`config.mk`:
```
export PLATFORM = sky130hd
export DESIGN_NAME = dot_product_ctrl_flat
export DESIGN_NICKNAME = d
export VERILOG_FILES = /design/src/rtl/dot_product_ctrl_if.sv /design/src/rtl/dot_product_ctrl.sv /design/src/flat_wrapper.sv
export SDC_FILE = /design/constraint.sdc
export NUM_CORES = 1
export LEC_CHECK = 0
export CORE_UTILIZATION = 30
export CTS_BUF_LIST = sky130_fd_sc_hd__clkbuf_4 sky130_fd_sc_hd__clkbuf_8 sky130_fd_sc_hd__clkbuf_16
export DETAILED_ROUTE_END_ITERATION = 10
export DONT_BUFFER_PORTS = 1
export PLACE_DENSITY_LB_ADDON = 0.15
export SLEW_MARGIN = 20
export SYNTH_ARGS = -nofsm -noshare
export SYNTH_HDL_FRONTEND = slang
export SYNTH_SLANG_ARGS = --single-unit
```
`constraint.sdc`:
```
create_clock -name clk -period 4.1 [get_ports clk]
set_input_delay 0.82 -clock clk [delete_from_list [all_inputs] [get_ports clk]]
set_output_delay 0.82 -clock clk [all_outputs]
set_load 0.02 [all_outputs]
```
`src/rtl/dot_product_ctrl_if.sv`:
```
// -----------------------------------------------------------------------------
// dot_product_ctrl_if
//   Bundles every non-clock/reset signal of the dot-product sequencer: the
//   load port, the start/config inputs, the result handshake and both RAM
//   ports.
//   slave  : seen by dot_product_ctrl (loads/starts arrive, RAM is driven)
//   master : seen by the environment (front-end, consumer and RAM model)
// Signals
//   ld_valid/ld_addr/ld_data/ld_ready    load word handshake
//   start/len/base_a/base_b/wb_addr      run request and configuration
//   busy/res_valid/res_ready/result      status and result handshake
//   ram_we_*/ram_w_addr_*/ram_din_*      RAM write ports a and b
//   ram_r_addr_*/ram_dout_*              RAM read ports a and b (1-cycle data)
// -----------------------------------------------------------------------------
interface dot_product_ctrl_if #(
  parameter int WIDTH      = 8,
  parameter int ADDR_WIDTH = 3,
  parameter int ACC_WIDTH  = 2*WIDTH+ADDR_WIDTH
);
  logic                  ld_valid;
  logic [ADDR_WIDTH-1:0] ld_addr;
  logic [WIDTH-1:0]      ld_data;
  logic                  ld_ready;

  logic                  start;
  logic [ADDR_WIDTH:0]   len;
  logic [ADDR_WIDTH-1:0] base_a;
  logic [ADDR_WIDTH-1:0] base_b;
  logic [ADDR_WIDTH-1:0] wb_addr;

  logic                  busy;
  logic                  res_valid;
  logic                  res_ready;
  logic [ACC_WIDTH-1:0]  result;

  logic                  ram_we_a;
  logic                  ram_we_b;
  logic [ADDR_WIDTH-1:0] ram_w_addr_a;
  logic [ADDR_WIDTH-1:0] ram_w_addr_b;
  logic [WIDTH-1:0]      ram_din_a;
  logic [WIDTH-1:0]      ram_din_b;
  logic [ADDR_WIDTH-1:0] ram_r_addr_a;
  logic [ADDR_WIDTH-1:0] ram_r_addr_b;
  logic [WIDTH-1:0]      ram_dout_a;
  logic [WIDTH-1:0]      ram_dout_b;

  modport slave (
    input  ld_valid, ld_addr, ld_data, start, len, base_a, base_b, wb_addr,
           res_ready, ram_dout_a, ram_dout_b,
    output ld_ready, busy, res_valid, result,
           ram_we_a, ram_we_b, ram_w_addr_a, ram_w_addr_b, ram_din_a, ram_din_b,
           ram_r_addr_a, ram_r_addr_b
  );

  modport master (
    output ld_valid, ld_addr, ld_data, start, len, base_a, base_b, wb_addr,
           res_ready, ram_dout_a, ram_dout_b,
    input  ld_ready, busy, res_valid, result,
           ram_we_a, ram_we_b, ram_w_addr_a, ram_w_addr_b, ram_din_a, ram_din_b,
           ram_r_addr_a, ram_r_addr_b
  );
endinterface

```
`src/rtl/dot_product_ctrl.sv`:
```
// -----------------------------------------------------------------------------
// dot_product_ctrl
//   Owns both ports of a true-dual-port vector RAM. In IDLE it forwards load
//   words to port a; on start it streams A[base_a+i] (port a) and B[base_b+i]
//   (port b) and multiply-accumulates them into the dot product.
// Ports
//   clk    : clock, rising edge
//   rst_n  : asynchronous active-low reset
//   bus    : dot_product_ctrl_if.slave (load, start/config, result, RAM ports)
// Configuration macro
//   DOTP_WRITEBACK_EN : adds a WB state writing the result, saturated to
//                       WIDTH bits, to RAM[wb_addr] through port b.
// -----------------------------------------------------------------------------
module dot_product_ctrl #(
  parameter int WIDTH      = 8,
  parameter int ADDR_WIDTH = 3,
  parameter int DEPTH      = 8,
  parameter int ACC_WIDTH  = 2*WIDTH+ADDR_WIDTH
) (
  input logic                clk,
  input logic                rst_n,
  dot_product_ctrl_if.slave  bus
);

  typedef enum logic [2:0] {
    ST_IDLE,
    ST_RUN,
    ST_DRAIN,
`ifdef DOTP_WRITEBACK_EN
    ST_WB,
`endif
    ST_DONE
  } state_e;

  state_e                state_q;
  logic [ADDR_WIDTH:0]   idx_q;
  logic [ADDR_WIDTH:0]   len_q;
  logic [ADDR_WIDTH-1:0] r_addr_a_q;
  logic [ADDR_WIDTH-1:0] r_addr_b_q;
  logic                  dv_q;        // RAM data on dout belongs to this run
  logic [ACC_WIDTH-1:0]  acc_q;
  logic [ACC_WIDTH-1:0]  result_q;
  logic                  res_valid_q;
  logic                  busy_q;

  logic [ADDR_WIDTH:0]   len_clamp_d;
  logic [2*WIDTH-1:0]    prod_d;
  logic [ACC_WIDTH-1:0]  acc_sum_d;
  logic                  ld_fire_d;

  // Wrap an address into [0, DEPTH) so non-power-of-2 depths wrap correctly.
  function automatic logic [ADDR_WIDTH-1:0] wrap_addr(input logic [ADDR_WIDTH-1:0] a);
    return ADDR_WIDTH'(int'(a) % DEPTH);
  endfunction

  function automatic logic [ADDR_WIDTH-1:0] incr_addr(input logic [ADDR_WIDTH-1:0] a);
    return (a == ADDR_WIDTH'(DEPTH-1)) ? '0 : a + 1'b1;
  endfunction

  assign len_clamp_d = (bus.len > (ADDR_WIDTH+1)'(DEPTH)) ? (ADDR_WIDTH+1)'(DEPTH) : bus.len;
  assign prod_d      = (2*WIDTH)'(bus.ram_dout_a) * (2*WIDTH)'(bus.ram_dout_b);
  assign acc_sum_d   = acc_q + ACC_WIDTH'(prod_d);

  // Load path is combinational so a word is written on the accepting edge.
  assign bus.ld_ready     = (state_q == ST_IDLE) && !bus.start;
  assign ld_fire_d        = bus.ld_valid && bus.ld_ready;
  assign bus.ram_we_a     = ld_fire_d;
  assign bus.ram_w_addr_a = ld_fire_d ? bus.ld_addr : '0;
  assign bus.ram_din_a    = ld_fire_d ? bus.ld_data : '0;

  assign bus.ram_r_addr_a = r_addr_a_q;
  assign bus.ram_r_addr_b = r_addr_b_q;
  assign bus.busy         = busy_q;
  assign bus.res_valid    = res_valid_q;
  assign bus.result       = result_q;

`ifdef DOTP_WRITEBACK_EN
  logic [ADDR_WIDTH-1:0] wb_addr_q;
  logic                  we_b_q;
  logic [ADDR_WIDTH-1:0] w_addr_b_q;
  logic [WIDTH-1:0]      din_b_q;
  logic [WIDTH-1:0]      sat_d;

  assign sat_d            = (|acc_sum_d[ACC_WIDTH-1:WIDTH]) ? '1 : acc_sum_d[WIDTH-1:0];
  assign bus.ram_we_b     = we_b_q;
  assign bus.ram_w_addr_b = w_addr_b_q;
  assign bus.ram_din_b    = din_b_q;
`else
  assign bus.ram_we_b     = 1'b0;
  assign bus.ram_w_addr_b = '0;
  assign bus.ram_din_b    = '0;
`endif

  always_ff @(posedge clk or negedge rst_n) begin
    if (!rst_n) begin
      state_q     <= ST_IDLE;
      idx_q       <= '0;
      len_q       <= '0;
      r_addr_a_q  <= '0;
      r_addr_b_q  <= '0;
      dv_q        <= 1'b0;
      acc_q       <= '0;
      result_q    <= '0;
      res_valid_q <= 1'b0;
      busy_q      <= 1'b0;
`ifdef DOTP_WRITEBACK_EN
      wb_addr_q   <= '0;
      we_b_q      <= 1'b0;
      w_addr_b_q  <= '0;
      din_b_q     <= '0;
`endif
    end else begin
      // Read data lags the issued address by one cycle.
      dv_q <= (state_q == ST_RUN);
      if (dv_q) acc_q <= acc_sum_d;

      case (state_q)
        ST_IDLE: begin
          if (bus.start) begin
            len_q  <= len_clamp_d;
            idx_q  <= '0;
            acc_q  <= '0;
            busy_q <= 1'b1;
`ifdef DOTP_WRITEBACK_EN
            wb_addr_q <= bus.wb_addr;
`endif
            if (len_clamp_d == '0) begin
              result_q    <= '0;
              res_valid_q <= 1'b1;
              state_q     <= ST_DONE;
            end else begin
              r_addr_a_q <= wrap_addr(bus.base_a);
              r_addr_b_q <= wrap_addr(bus.base_b);
              state_q    <= ST_RUN;
            end
          end
        end
        ST_RUN: begin
          idx_q <= idx_q + 1'b1;
          if (idx_q == len_q - 1'b1) begin
            r_addr_a_q <= '0;
            r_addr_b_q <= '0;
            state_q    <= ST_DRAIN;
          end else begin
            r_addr_a_q <= incr_addr(r_addr_a_q);
            r_addr_b_q <= incr_addr(r_addr_b_q);
          end
        end
        ST_DRAIN: begin
          // Last product is on dout this cycle.
          result_q <= acc_sum_d;
          idx_q    <= '0;
`ifdef DOTP_WRITEBACK_EN
          we_b_q     <= 1'b1;
          w_addr_b_q <= wb_addr_q;
          din_b_q    <= sat_d;
          state_q    <= ST_WB;
`else
          res_valid_q <= 1'b1;
          state_q     <= ST_DONE;
`endif
        end
`ifdef DOTP_WRITEBACK_EN
        ST_WB: begin
          we_b_q      <= 1'b0;
          w_addr_b_q  <= '0;
          din_b_q     <= '0;
          res_valid_q <= 1'b1;
          state_q     <= ST_DONE;
        end
`endif
        ST_DONE: begin
          if (bus.res_ready) begin
            res_valid_q <= 1'b0;
            busy_q      <= 1'b0;
            state_q     <= ST_IDLE;
          end
        end
        default: begin
          state_q <= ST_IDLE;
        end
      endcase
    end
  end

endmodule

```
`src/flat_wrapper.sv`:
```
// flat-port wrapper written by rule: the top's interface ports become plain ports
module dot_product_ctrl_flat 
#(
  parameter int WIDTH      = 8,
  parameter int ADDR_WIDTH = 3,
  parameter int DEPTH      = 8,
  parameter int ACC_WIDTH  = 2*WIDTH+ADDR_WIDTH
)
  (clk, rst_n, bus_ld_valid, bus_ld_addr, bus_ld_data, bus_start, bus_len, bus_base_a, bus_base_b, bus_wb_addr, bus_res_ready, bus_ram_dout_a, bus_ram_dout_b, bus_ld_ready, bus_busy, bus_res_valid, bus_result, bus_ram_we_a, bus_ram_we_b, bus_ram_w_addr_a, bus_ram_w_addr_b, bus_ram_din_a, bus_ram_din_b, bus_ram_r_addr_a, bus_ram_r_addr_b);
  dot_product_ctrl_if #(.WIDTH(WIDTH), .ADDR_WIDTH(ADDR_WIDTH), .ACC_WIDTH(ACC_WIDTH)) bus_i ();
  input logic clk;
  input logic rst_n;
  input wire logic [$bits(bus_i.ld_valid)-1:0] bus_ld_valid;
  input wire logic [$bits(bus_i.ld_addr)-1:0] bus_ld_addr;
  input wire logic [$bits(bus_i.ld_data)-1:0] bus_ld_data;
  input wire logic [$bits(bus_i.start)-1:0] bus_start;
  input wire logic [$bits(bus_i.len)-1:0] bus_len;
  input wire logic [$bits(bus_i.base_a)-1:0] bus_base_a;
  input wire logic [$bits(bus_i.base_b)-1:0] bus_base_b;
  input wire logic [$bits(bus_i.wb_addr)-1:0] bus_wb_addr;
  input wire logic [$bits(bus_i.res_ready)-1:0] bus_res_ready;
  input wire logic [$bits(bus_i.ram_dout_a)-1:0] bus_ram_dout_a;
  input wire logic [$bits(bus_i.ram_dout_b)-1:0] bus_ram_dout_b;
  output wire logic [$bits(bus_i.ld_ready)-1:0] bus_ld_ready;
  output wire logic [$bits(bus_i.busy)-1:0] bus_busy;
  output wire logic [$bits(bus_i.res_valid)-1:0] bus_res_valid;
  output wire logic [$bits(bus_i.result)-1:0] bus_result;
  output wire logic [$bits(bus_i.ram_we_a)-1:0] bus_ram_we_a;
  output wire logic [$bits(bus_i.ram_we_b)-1:0] bus_ram_we_b;
  output wire logic [$bits(bus_i.ram_w_addr_a)-1:0] bus_ram_w_addr_a;
  output wire logic [$bits(bus_i.ram_w_addr_b)-1:0] bus_ram_w_addr_b;
  output wire logic [$bits(bus_i.ram_din_a)-1:0] bus_ram_din_a;
  output wire logic [$bits(bus_i.ram_din_b)-1:0] bus_ram_din_b;
  output wire logic [$bits(bus_i.ram_r_addr_a)-1:0] bus_ram_r_addr_a;
  output wire logic [$bits(bus_i.ram_r_addr_b)-1:0] bus_ram_r_addr_b;
  assign bus_i.ld_valid = bus_ld_valid;
  assign bus_i.ld_addr = bus_ld_addr;
  assign bus_i.ld_data = bus_ld_data;
  assign bus_i.start = bus_start;
  assign bus_i.len = bus_len;
  assign bus_i.base_a = bus_base_a;
  assign bus_i.base_b = bus_base_b;
  assign bus_i.wb_addr = bus_wb_addr;
  assign bus_i.res_ready = bus_res_ready;
  assign bus_i.ram_dout_a = bus_ram_dout_a;
  assign bus_i.ram_dout_b = bus_ram_dout_b;
  assign bus_ld_ready = bus_i.ld_ready;
  assign bus_busy = bus_i.busy;
  assign bus_res_valid = bus_i.res_valid;
  assign bus_result = bus_i.result;
  assign bus_ram_we_a = bus_i.ram_we_a;
  assign bus_ram_we_b = bus_i.ram_we_b;
  assign bus_ram_w_addr_a = bus_i.ram_w_addr_a;
  assign bus_ram_w_addr_b = bus_i.ram_w_addr_b;
  assign bus_ram_din_a = bus_i.ram_din_a;
  assign bus_ram_din_b = bus_i.ram_din_b;
  assign bus_ram_r_addr_a = bus_i.ram_r_addr_a;
  assign bus_ram_r_addr_b = bus_i.ram_r_addr_b;
  dot_product_ctrl #(.WIDTH(WIDTH), .ADDR_WIDTH(ADDR_WIDTH), .DEPTH(DEPTH), .ACC_WIDTH(ACC_WIDTH)) u_core (.clk(clk), .rst_n(rst_n), .bus(bus_i));
endmodule
```
### Word level (Yosys, flattened, before mapping)

Cells that the tools add are included.

| word-level totals | value |
|---|---|
| bits of input ports | 45 |
| output and inout bits | 52 |
| logic and storage cells | 77 |
| register bits | 58 |

| operators by class | value |
|---|---|
| multipliers | 1 |
| reduce and logical (&&, ||, !) cells | 17 |
| multiplexer cells | 32 |
| equal/unequal tests | 11 |
| add/sub/neg operators | 5 |
| $lt $le $gt $ge | 1 |

Operators with widths:

| cell | number |
|---|---|
| 19-bit 2-to-1 mux | 5 |
| 19-bit case mux with 2 select lines | 1 |
| 3-bit 2-to-1 mux | 12 |
| 19-bit by 16-bit adder with 19-bit output | 1 |
| 8-bit by 8-bit multiplier with 16-bit output | 1 |
| 3-bit case mux with 2 select lines | 2 |
| 3-bit case mux with 4 select lines | 1 |
| 4-bit case mux with 3 select lines | 1 |
| 3-bit AND reduction | 4 |
| 2-bit != test (second input constant) | 5 |
| 4-bit 2-to-1 mux | 2 |
| 8-bit 2-to-1 mux | 1 |
| 3-bit by 1-bit adder with 3-bit output (second input constant) | 2 |
| 3-bit by 2-bit == test with 1-bit output (second input constant) | 2 |
| 3-bit == test (second input constant) | 2 |
| 2-bit nonzero test | 3 |
| 3-bit nonzero test | 2 |
| 4-bit by 1-bit adder with 4-bit output (second input constant) | 1 |
| 4-bit == test | 1 |
| 4-bit greater-than comparator (second input constant) | 1 |
| 4-bit zero test | 1 |
| 1-bit 2-to-1 mux | 4 |
| 2-bit AND reduction | 2 |
| 4-bit AND reduction | 1 |
| other kinds (8) | 9 |

### Logic depth before layout (Yosys ltp)

Gate-level depths: netlist of the first run.

| depth | value |
|---|---|
| word-level depth | 6 |
| mapped depth | 16 |
| gate-level depth less buffers | 15 |

### Worst setup path after synthesis of the first run

Ideal clock, no wire load.

| path | value |
|---|---|
| path kind | input-to-reg |
| from | input bus_ram_dout_b[1] |
| to | register u_core.result_q[17] (netlist: u_core.bus.result[17]) |
| path buffers | 1 |
| cell stages on the path | 15 |
| arrival | 4787 ps |
| setup time | 116 ps |
| required time | 3984 ps |
| path slack | -803 ps |
| path through | clkbuf_1 > nand2_1 > fa_1 > inv_1 > fa_1 > fa_1 > inv_1 > fa_1 > inv_1 > ha_1 > a21o_1 > a311oi_2 > o211ai_1 > a2111o_1 > o311ai_0 |

| between the ends | value |
|---|---|
| word-level cells in the longest chain between the ends | 3 |

RTL lines:

| item | RTL line | RTL |
|---|---|---|
| from (decl) | flat_wrapper.sv:23 | `input wire logic [$bits(bus_i.ram_dout_b)-1:0] bus_ram_dout_b;` |
| 8-bit by 8-bit multiplier with 16-bit output | dot_product_ctrl.sv:61 | `assign prod_d = (2*WIDTH)'(bus.ram_dout_a) * (2*WIDTH)'(bus.ram_dout_b);` |
| 19-bit by 16-bit adder with 19-bit output | dot_product_ctrl.sv:62 | `assign acc_sum_d = acc_q + ACC_WIDTH'(prod_d);` |
| 19-bit case mux with 2 select lines | dot_product_ctrl.sv:117 | `case (state_q)` |
| to (signal assigned) | dot_product_ctrl.sv:151 | `result_q <= acc_sum_d;` |
| to (decl) | dot_product_ctrl.sv:42 | `logic [ACC_WIDTH-1:0] result_q;` |

Every way passes these cells.
A chain may end at the register's enable or synchronous reset.

### Worst setup path in the final report of the first run

| path | value |
|---|---|
| from | input bus_ram_dout_a[1] |
| to | register u_core.result_q[13] (netlist: u_core.bus.result[13]) |

| between the ends | value |
|---|---|
| word-level cells in the longest chain between the ends | 3 |

RTL lines:

| item | RTL line | RTL |
|---|---|---|
| from (decl) | flat_wrapper.sv:22 | `input wire logic [$bits(bus_i.ram_dout_a)-1:0] bus_ram_dout_a;` |
| 8-bit by 8-bit multiplier with 16-bit output | dot_product_ctrl.sv:61 |  |
| 19-bit by 16-bit adder with 19-bit output | dot_product_ctrl.sv:62 |  |
| 19-bit case mux with 2 select lines | dot_product_ctrl.sv:117 |  |

Every way passes these cells.

==> impl_metrics.tcl, run 1 <==
set metrics [dict create \
    synth_area_leaders "dfrtp_1 (25%), fa_1 (17%), ha_1 (11%)" \
    synthesis.area_um2 5730 \
    path_max_fanout 8 \
    fin_crit_ps 4370 \
    fmax_mhz 229 \
    violations "setup timing" \
    final_cell_area_um2 7030 \
    synth_top_area_share_pct 24.9 \
    wl_met3_um 831 \
    yosys_warnings 0 \
    worstReg2RegEnd "u_core.bus.result[13]$_DFFE_PN0P_" \
    first_pass_iters 4 \
    hold_path_class "input port to async pin" \
    synth-compound-area-share_pct 12.6 \
    synth-async-reset-ratio_pct 100 \
    clkSinkCount 57 \
    wirelength_mm 15.0 \
    cts-buffers-inserted 9 \
    wire_per_inst_um 16.1 \
    core_area_um2 18700 \
    rsz0062_at_grt "yes" \
    dpl.hpwl_mm 11.8 \
    finalHoldViolations 0 \
    synth_xor_xnor_area_share_pct 1.68 \
    synthTopCellsByCount "inv_1 (107), nand2_1 (73), dfrtp_1 (57), ha_1 (52), fa_1 (50)" \
    via_count 4510 \
    synthAdderAreaFrac_pct 28.8 \
    syn_to_final_growth_pct 22.8 \
    slew_headroom_pct 45.9 \
    place_congestion 0.793 \
    maxSlewViolCount 0 \
    drv_cap 0 \
    outcome "finished, violations left" \
    setup_viol 17 \
    reg2reg_from "u_core.acc_q[6]$_DFF_PN0_" \
    ys_seq_elements 57 \
    r2r_setup_slack_ps -130 \
    highest_layer "met4" \
    reg2regPathDepth 15 \
    muxShareOfSynthArea_pct 2.34 \
    placed_area_um2 6440 \
    wl_met2_mm 6.91 \
    worst_setup_path_end_kind "register" \
    die_area_um2 19700 \
    clk_path_buf_depth 2 \
    yosysMostFrequentCell "inv_1" \
    grt_pass1_vias 4792 \
    cts_tree "built" \
    drc 0 \
    synthFlopType "dfrtp_1" \
    postSynthCellCount 656 \
    finalWorstSetupSlack_ps -268 \
    root_buffer "clkbuf_16" \
    cp.arrival_ps 4580 \
    num-nets-final 838 \
    ctsHtreeMaxLevel 3 \
    finalCritPeriodShare_pct 107 \
    yosys.area_share.simple_pct 19.3 \
    synth_top_family_by_area "adder cells" \
    drive_gt1_share_pct 22.1 \
    ys_types 57 \
    fin_worst_skew_ps 5.26 \
    start_util_pct 30.6 \
    grtUsageTotal_pct 16.3 \
    setup.worst_path.start_class "input port" \
    rows 50 \
    grt_max_degree 58 \
    antenna_found_initial 0 \
    hold_buffers 0 \
    crit_type "input port to register" \
    vias_per_cell 4.85 \
    fillers 1849 \
    diodes 0 \
    met1_length_mm 6.99 \
    clkLatencyLatePin_ps 330 \
    clk_pin_slew_worst_paths_ps 60 \
    crit_required_ps 4310 \
    worst_slew_pin_slew_ps 812 \
    die_x_um 140 \
    synth_edf_count 0 \
    synth_area_leader_cell "dfrtp_1" \
    detail-route-antenna-nets 0 \
    die_y_um 140 \
    io_buffers 0 \
    io_pins 97 \
    ys_seq_area_share_pct 24.9 \
    grt_pass1_wl_mm 25.1 \
    avgSynthCellArea_um2 8.73 \
    drtIter0Drc 155 \
    grt_overflow 0 \
]
[cell type report]
class | count | area (um2) | area share (%)
Multi-Input combinational cell | 466 | 4210 | 59.8
Clock inverter | 5 | 55.1 | 0.783
Timing Repair Buffer | 50 | 407 | 5.78
Sequential cell | 57 | 1430 | 20.3
Clock buffer | 11 | 246 | 3.50
Tap cell | 234 | 293 | 4.16
Inverter | 107 | 402 | 5.71
[critical path, cell delays in order]
cell      delay (ps)
nand2_4           30
fa_1             490
fa_1             540
inv_2             50
fa_1             520
inv_1             50
fa_1             510
inv_2             60
ha_4             220
a21o_1           200
a311oi_4         350
buf_4            200
o211a_4          190
nor4_1            60
a221o_1          290
[worst max path at each step]
stage                                 start                                end  slack, ps  depth (start not counted)
after floorplan           bus_ram_dout_b[0]         u_core.acc_q[17]$_DFF_PN0_       -360                         15
after global placement    bus_ram_dout_a[2]         u_core.acc_q[17]$_DFF_PN0_       -640                         15
after detailed placement  bus_ram_dout_a[2]         u_core.acc_q[17]$_DFF_PN0_       -650                         15
after CTS                 bus_ram_dout_a[2]         u_core.acc_q[17]$_DFF_PN0_       -240                         16
after global routing      bus_ram_dout_a[1]         u_core.acc_q[17]$_DFF_PN0_       -470                         14
final                     bus_ram_dout_a[1]  u_core.bus.result[13]$_DFFE_PN0P_       -270                         15
[metal layers]
metal / global-route usage [%] / vias to the layer above
li1: - / 2197
met1: 21.6 / 2185
met2: 26.4 / 110
met3: 3.42 / 18
met4: 5.49 / 0
met5: 0 / -
[cell usage in the layout, fill, tap and decap left out, types with 3 or more instances in the layout]
cell type  synthesis  layout
o211ai_1           3       3
ha_4               0       7
nand2_1           73      60
nand3b_1           5       5
nand4_1            3       3
o21ai_1            0       5
a21o_1             3       3
o21ai_2            0       5
nand2b_1           6       6
o21a_1             6       4
and2_1            41      38
nor2b_1            5       5
inv_2              0      10
inv_1            107      97
nand3_1           19      14
nand2_2            0       7
fa_1              50      45
nor3_1             7       3
conb_1             1      12
a21oi_2            0       4
nor3_2             1       5
and2_4             0       3
a31oi_1            4       4
fa_2               0       5
xnor2_1            9       8
and3_1            14      14
ha_1              52      43
mux2i_1           12      12
nand3_2            0       5
nand2_4            0       5
a22o_1             5       5
or3_4              0       3
a21oi_1           29      21
o21ai_0           28      17
clkbuf_16          0       9
buf_4             12      44
a21oi_4            0       4
dfrtp_1           57      57
buf_6              0       5
nor2_1            32      32
[timing repair]
item | in CTS | in global routing
resized for setup | 36 | 25
setup buffers | 2 | 2
pin swaps | 22 | 12
endpoints found under the setup margin | 20 | 22
endpoints found under the hold margin | 0 | 0
[registers in the layout, summed over array words and instances (netlist names)]
name / count
u_core.bus.busy: 1
u_core.len_q: 4
u_core.bus.result: 19
u_core.bus.ram_r_addr_a: 3
u_core.acc_q: 19
u_core.dv_q: 1
u_core.idx_q: 4
u_core.state_q: 2
u_core.bus.ram_r_addr_b: 3
u_core.bus.res_valid: 1
[metrics by stage]
| step | TNS [ps] | utilization [%] | cells | worst slack, ps | hold slack [ps] |
|---|---|---|---|---|---|
| 4_1_cts | -1710 | 37.0 | 929 | -243 | 167 |
| 2_1_floorplan | -3330 | - | 667 | -359 | 467 |
| 3_3_place_gp | -10500 | 34.4 | 913 | -641 | 492 |
| 3_5_place_dp | -10010 | 34.4 | 913 | -647 | 506 |
| 5_1_grt | -6270 | 37.6 | 930 | -473 | 166 |
| 6_report | -2660 | 37.6 | 930 | -268 | 178 |
[kinds of logic (layout without fill, tap and decap cells)]
kind of cell	after synthesis	in the layout
buf+inv	144	173
xor+xnor	11	11
mux	13	13
fa+ha+maj	102	102
other cells	1	12
flops	57	57
compound gates	108	108
simple gates	220	220
Power of run 1 is not shown: default switching activity piles up to over one toggle a cycle in this logic, so the estimate is an artifact.
==> run 2: changes to the inputs <==
CAP_MARGIN = 20   (was default)
GPL_TIMING_DRIVEN = 0   (was default)
TNS_END_PERCENT = 100   (was default)
==> run 2 against run 1 <==
Wire length is 2.4% higher. Sequential share of layout area increased by 0.16 points. Register-to-register slack improved by 40 ps. Critical endpoint is now u_core.acc_q[17]$_DFF_PN0_. Utilization shrank 0.29 points. First-iteration DRC count fell by 6.5%. The run still ends with setup timing left. Clock skew increased by 4.1 ps.
==> impl_metrics.tcl, run 2 (synthesis gave the netlist of run 1 again) <==
set metrics [dict create \
    antenna_found_initial 0 \
    final_cells 933 \
    fin_crit_ps 4380 \
    worstReg2RegEnd "u_core.acc_q[17]$_DFF_PN0_" \
    ctsHtreeMaxLevel 3 \
    crit_start "bus_ram_dout_b[0]" \
    root_buffer "clkbuf_16" \
    fmax_mhz 228 \
    reg2regPathDepth 14 \
    via_count 4600 \
    wirelength_mm 15.3 \
    worst_setup_path_end_kind "register" \
    grt_pass1_vias 4672 \
    core_area_um2 18700 \
    dp.cells 901 \
    dpl.hpwl_mm 11.9 \
    cts-buffers-inserted 9 \
    hold_path_class "input port to async pin" \
    r2r_setup_slack_ps -90 \
    clk_path_buf_depth 2 \
    mostFrequentLayoutCells "inv_1 (97), nand2_1 (62), dfrtp_1 (57), fa_1 (44), ha_1 (43)" \
    drtIter0Drc 145 \
    drv_cap 0 \
    outcome "finished, violations left" \
    maxSlewViolCount 0 \
    rows 50 \
    grt_max_degree 58 \
    layout_commonest_cell "inv_1" \
    finalWorstSetupSlack_ps -283 \
    finalCritPeriodShare_pct 107 \
    drc 0 \
    rsz0062_at_grt "yes" \
    drive_gt1_share_pct 19.2 \
    wire_per_inst_um 16.4 \
    path_max_fanout 8 \
    finalHoldViolations 0 \
    diodes 0 \
    die_area_um2 19700 \
    grtUsageTotal_pct 16.2 \
    io_pins 97 \
    detail-route-antenna-nets 0 \
    cp.arrival_ps 4590 \
    first_pass_iters 4 \
    hold_buffers 0 \
    worst_slew_pin_slew_ps 742 \
    clkLatencyLatePin_ps 340 \
    clkSinkCount 57 \
    syn_to_final_growth_pct 21.8 \
    crit_required_ps 4300 \
    die_x_um 140 \
    worstSetupEndpoint "u_core.acc_q[17]$_DFF_PN0_" \
    setup_viol 18 \
    slew_headroom_pct 50.5 \
    vias_per_cell 4.93 \
    violations "setup timing" \
    place_congestion 0.851 \
    setup.worst_path.start_class "input port" \
    reg2reg_from "u_core.acc_q[7]$_DFF_PN0_" \
    io_buffers 0 \
    crit_type "input port to register" \
    grt_pass1_wl_mm 24.8 \
    fin_worst_skew_ps 9.35 \
    start_util_pct 30.6 \
    clk_pin_slew_worst_paths_ps 50 \
    hold-worst-slack_ps 179 \
    die_y_um 140 \
    cts_tree "built" \
    num-nets-final 841 \
    grt_overflow 0 \
]
-- run 2: worst max-delay path, cell delays in order --
cell       delay [ps]
clkbuf_16         120
nand2_4            40
fa_1              500
inv_1              50
fa_1              450
fa_1              520
inv_1              50
fa_1              520
inv_2              50
ha_4              230
a21o_4            220
a311oi_4          260
o211ai_1          220
a2111oi_2         450
nor3_2             70
-- run 2: stage by stage --
step                utilization, %  TNS, ps  setup WS (ps)  cell area [um2]
floorplan                        -    -3330           -359             6010
global placement              33.7    -9990           -792             6300
detailed placement            33.7   -10260           -789             6300
CTS                           36.5    -2170           -256             6820
global route                  37.3    -5020           -400             6980
finish                        37.3    -2780           -283             6980
-- run 2: final cells by class --
class,count,area (um2)
inverters,107,402
well taps,234,293
repair buffers,16,128
clock buffers,9,225
multi-input cells,466,4190
flip-flops and latches,57,1430
plain buffers,37,240
fillers,1919,11700
clock inverters,7,71.3
-- run 2: how the worst min path moves through the flow --
stage	to	slack, ps
floorplan	u_core.len_q[3]$_DFFE_PN0P_	470
global placement	u_core.len_q[3]$_DFFE_PN0P_	490
detailed placement	u_core.len_q[3]$_DFFE_PN0P_	490
CTS	u_core.bus.result[0]$_DFFE_PN0P_	170
global route	u_core.bus.result[3]$_DFFE_PN0P_	170
finish	u_core.bus.ram_r_addr_a[0]$_DFFE_PN0P_	180
-- run 2: what timing repair did --
item / 4_1_cts / 5_1_grt
setup buffers: 10 / 6
pin swaps: 20 / 19
resized for setup: 36 / 21
endpoints found under the setup margin: 17 / 20
-- run 2: routing by layer --
metal	global-route usage [%]	up-vias	part of all wire [%]
met2	26.3	123	47
met3	3.32	14	5.5
li1	-	2213	-
met5	0	-	0
met1	21.6	2250	46
met4	5.15	0	0.89
Power of run 2 is left out for the same reason.
==> run 3: changes to the inputs <==
CORE_UTILIZATION = 50   (was 30)
==> run 3 against run 2 <==
The run still ends with setup timing left. Critical path type unchanged. Die area fell by 40%. Utilization rose by 27 points. Global-route usage rose by 9.6 points. Sequential cell count did not move. Design area rose by 0.70%. Register-to-register slack got worse by 40 ps. Sequential share of layout area fell by 0.14 points. First-iteration DRC count rose by 81%. Largest cell class unchanged. Critical endpoint is now u_core.bus.result[17]$_DFFE_PN0P_. Clock skew barely moved.
==> impl_metrics.tcl, run 3 (synthesis gave the netlist of run 1 again) <==
set metrics [dict create \
    fillers 905 \
    root_buffer "clkbuf_16" \
    violations "setup timing" \
    finalCritPeriodShare_pct 108 \
    slew_headroom_pct 54.0 \
    detail-route-antenna-nets 0 \
    die_y_um 109 \
    die_area_um2 11900 \
    multi_input_comb_area_um2 4240 \
    grtUsageTotal_pct 25.8 \
    hold_path_class "input port to async pin" \
    cp_num_cells 12 \
    slowest_stage "fa_1" \
    dpl.hpwl_mm 10.8 \
    worst_slew_pin_slew_ps 689 \
    worst_setup_path_end_kind "register" \
    grt_overflow 0 \
    critical_path.cell_chain "and2_4, fa_1, fa_1, fa_1, inv_1, fa_1, inv_2, ha_4, o211ai_1, o211ai_1, a2111o_1, o311ai_1" \
    clk_path_buf_depth 2 \
    place_congestion 0.906 \
    reg2reg_from "u_core.acc_q[7]$_DFF_PN0_" \
    finalHoldViolations 0 \
    grt_max_degree 58 \
    antenna_found_initial 0 \
    clkLatencyLatePin_ps 330 \
    r2r_setup_slack_ps -130 \
    vias_per_cell 5.51 \
    rows 38 \
    maxSlewViolCount 0 \
    grt_pass1_wl_mm 23.5 \
    clk_pin_slew_worst_paths_ps 50 \
    worstSetupEndpoint "u_core.bus.result[17]$_DFFE_PN0P_" \
    diodes 0 \
    clkSinkCount 57 \
    drive_gt1_share_pct 21.3 \
    finalWorstSetupSlack_ps -320 \
    path_max_fanout 8 \
    syn_to_final_growth_pct 22.7 \
    wirelength_mm 14.6 \
    ff_latch_area_um2 1430 \
    worstReg2RegEnd "u_core.bus.result[17]$_DFFE_PN0P_" \
    hold_buffers 0 \
    post-route-util_pct 64.0 \
    start_util_pct 52.2 \
    core_area_um2 11000 \
    drc 0 \
    cts-buffers-inserted 9 \
    crit_type "input port to register" \
    grt_pass1_vias 4705 \
    crit_buf_inv 2 \
    cp_top_family "adder cells" \
    crit_required_ps 4330 \
    fmax_mhz 226 \
    num-nets-final 845 \
    crit_path_max_incr_delay_ps 570 \
    io_buffers 0 \
    drv_cap 0 \
    setup_viol 22 \
    io_pins 97 \
    wire_per_inst_um 17.4 \
    cts_tree "built" \
    reg2regPathDepth 14 \
    rsz0062_at_grt "yes" \
    crit_start "bus_ram_dout_a[1]" \
    ctsHtreeMaxLevel 3 \
    layout_commonest_cell "inv_1" \
    crit_top_cell "fa_1" \
    cp.arrival_ps 4650 \
    fin_worst_skew_ps 9.59 \
    setup.worst_path.start_class "input port" \
    via_count 4645 \
    first_pass_iters 4 \
    mostFrequentLayoutCells "inv_1 (93), nand2_1 (61), dfrtp_1 (57), fa_1 (45), ha_1 (43)" \
    drtIter0Drc 262 \
    die_x_um 109 \
    fin_crit_ps 4420 \
    outcome "finished, violations left" \
]
run 3: changes by cell type in the layout (fill, tap and decap cells not counted), moves of 3 or more:
cell,delta
buf_6,+7
o21ai_4,+3
a21oi_2,+5
a21oi_1,-5
inv_1,-4
o21ai_2,-3
inv_2,+4
run 3: metrics by stage:
stage | std cells | instance area [um2] | hold slack (ps) | setup TNS [ps] | setup WS [ps]
after global routing | 843 | 7030 | 176 | -6590 | -436
after global placement | 807 | 6180 | 486 | -8950 | -721
final | 843 | 7030 | 183 | -3840 | -320
after floorplan | 667 | 6010 | 467 | -3330 | -359
after CTS | 837 | 6790 | 176 | -2330 | -266
after detailed placement | 807 | 6180 | 489 | -9610 | -756
run 3: layout make-up:
type | count | area share [%]
clock buffer | 10 | 3.40
sequential | 57 | 20.3
multi-input combinational | 466 | 60.4
clock inverter | 6 | 1.62
buffer | 36 | 3.36
timing repair buffer | 21 | 2.72
inverter | 107 | 5.71
tap | 140 | 2.49
run 3: worst min-delay path by stage:
stage	startpoint	to	slack (ps)	cells past startpoint
floorplan	u_core.len_q[3]$_DFFE_PN0P_	u_core.len_q[3]$_DFFE_PN0P_	470	2
global placement	u_core.len_q[3]$_DFFE_PN0P_	u_core.len_q[3]$_DFFE_PN0P_	490	2
detailed placement	u_core.len_q[3]$_DFFE_PN0P_	u_core.len_q[3]$_DFFE_PN0P_	490	2
CTS	rst_n	u_core.acc_q[18]$_DFF_PN0_	180	0
global route	rst_n	u_core.acc_q[7]$_DFF_PN0_	180	0
finish	rst_n	u_core.bus.result[15]$_DFFE_PN0P_	180	0
run 3: layer usage:
| layer | vias up | track usage [%] | wire (um) |
|---|---|---|---|
| met5 | - | 0 | 0 |
| met4 | 0 | 9.07 | 226 |
| met3 | 20 | 4.30 | 875 |
| met2 | 149 | 43.8 | 7220 |
| met1 | 2269 | 33.1 | 6320 |
| li1 | 2207 | - | - |
run 3: repair_timing:
action,4_1_cts,5_1_grt
setup endpoints to repair,16,23
buffers inserted,14,8
pin swaps,26,30
resized for setup,35,44
run 3: worst register-to-register path, cell delays in order, from the launching register on:
cell      delay (ps)
dfrtp_1          370
inv_1             70
fa_1             530
inv_1             50
fa_1             460
fa_1             530
inv_1             50
fa_1             510
inv_2             50
ha_4             220
a21o_4           220
a311oi_4         310
o211ai_1         210
a2111o_1         460
o311ai_1          70
Power of run 3 is left out for the same reason.
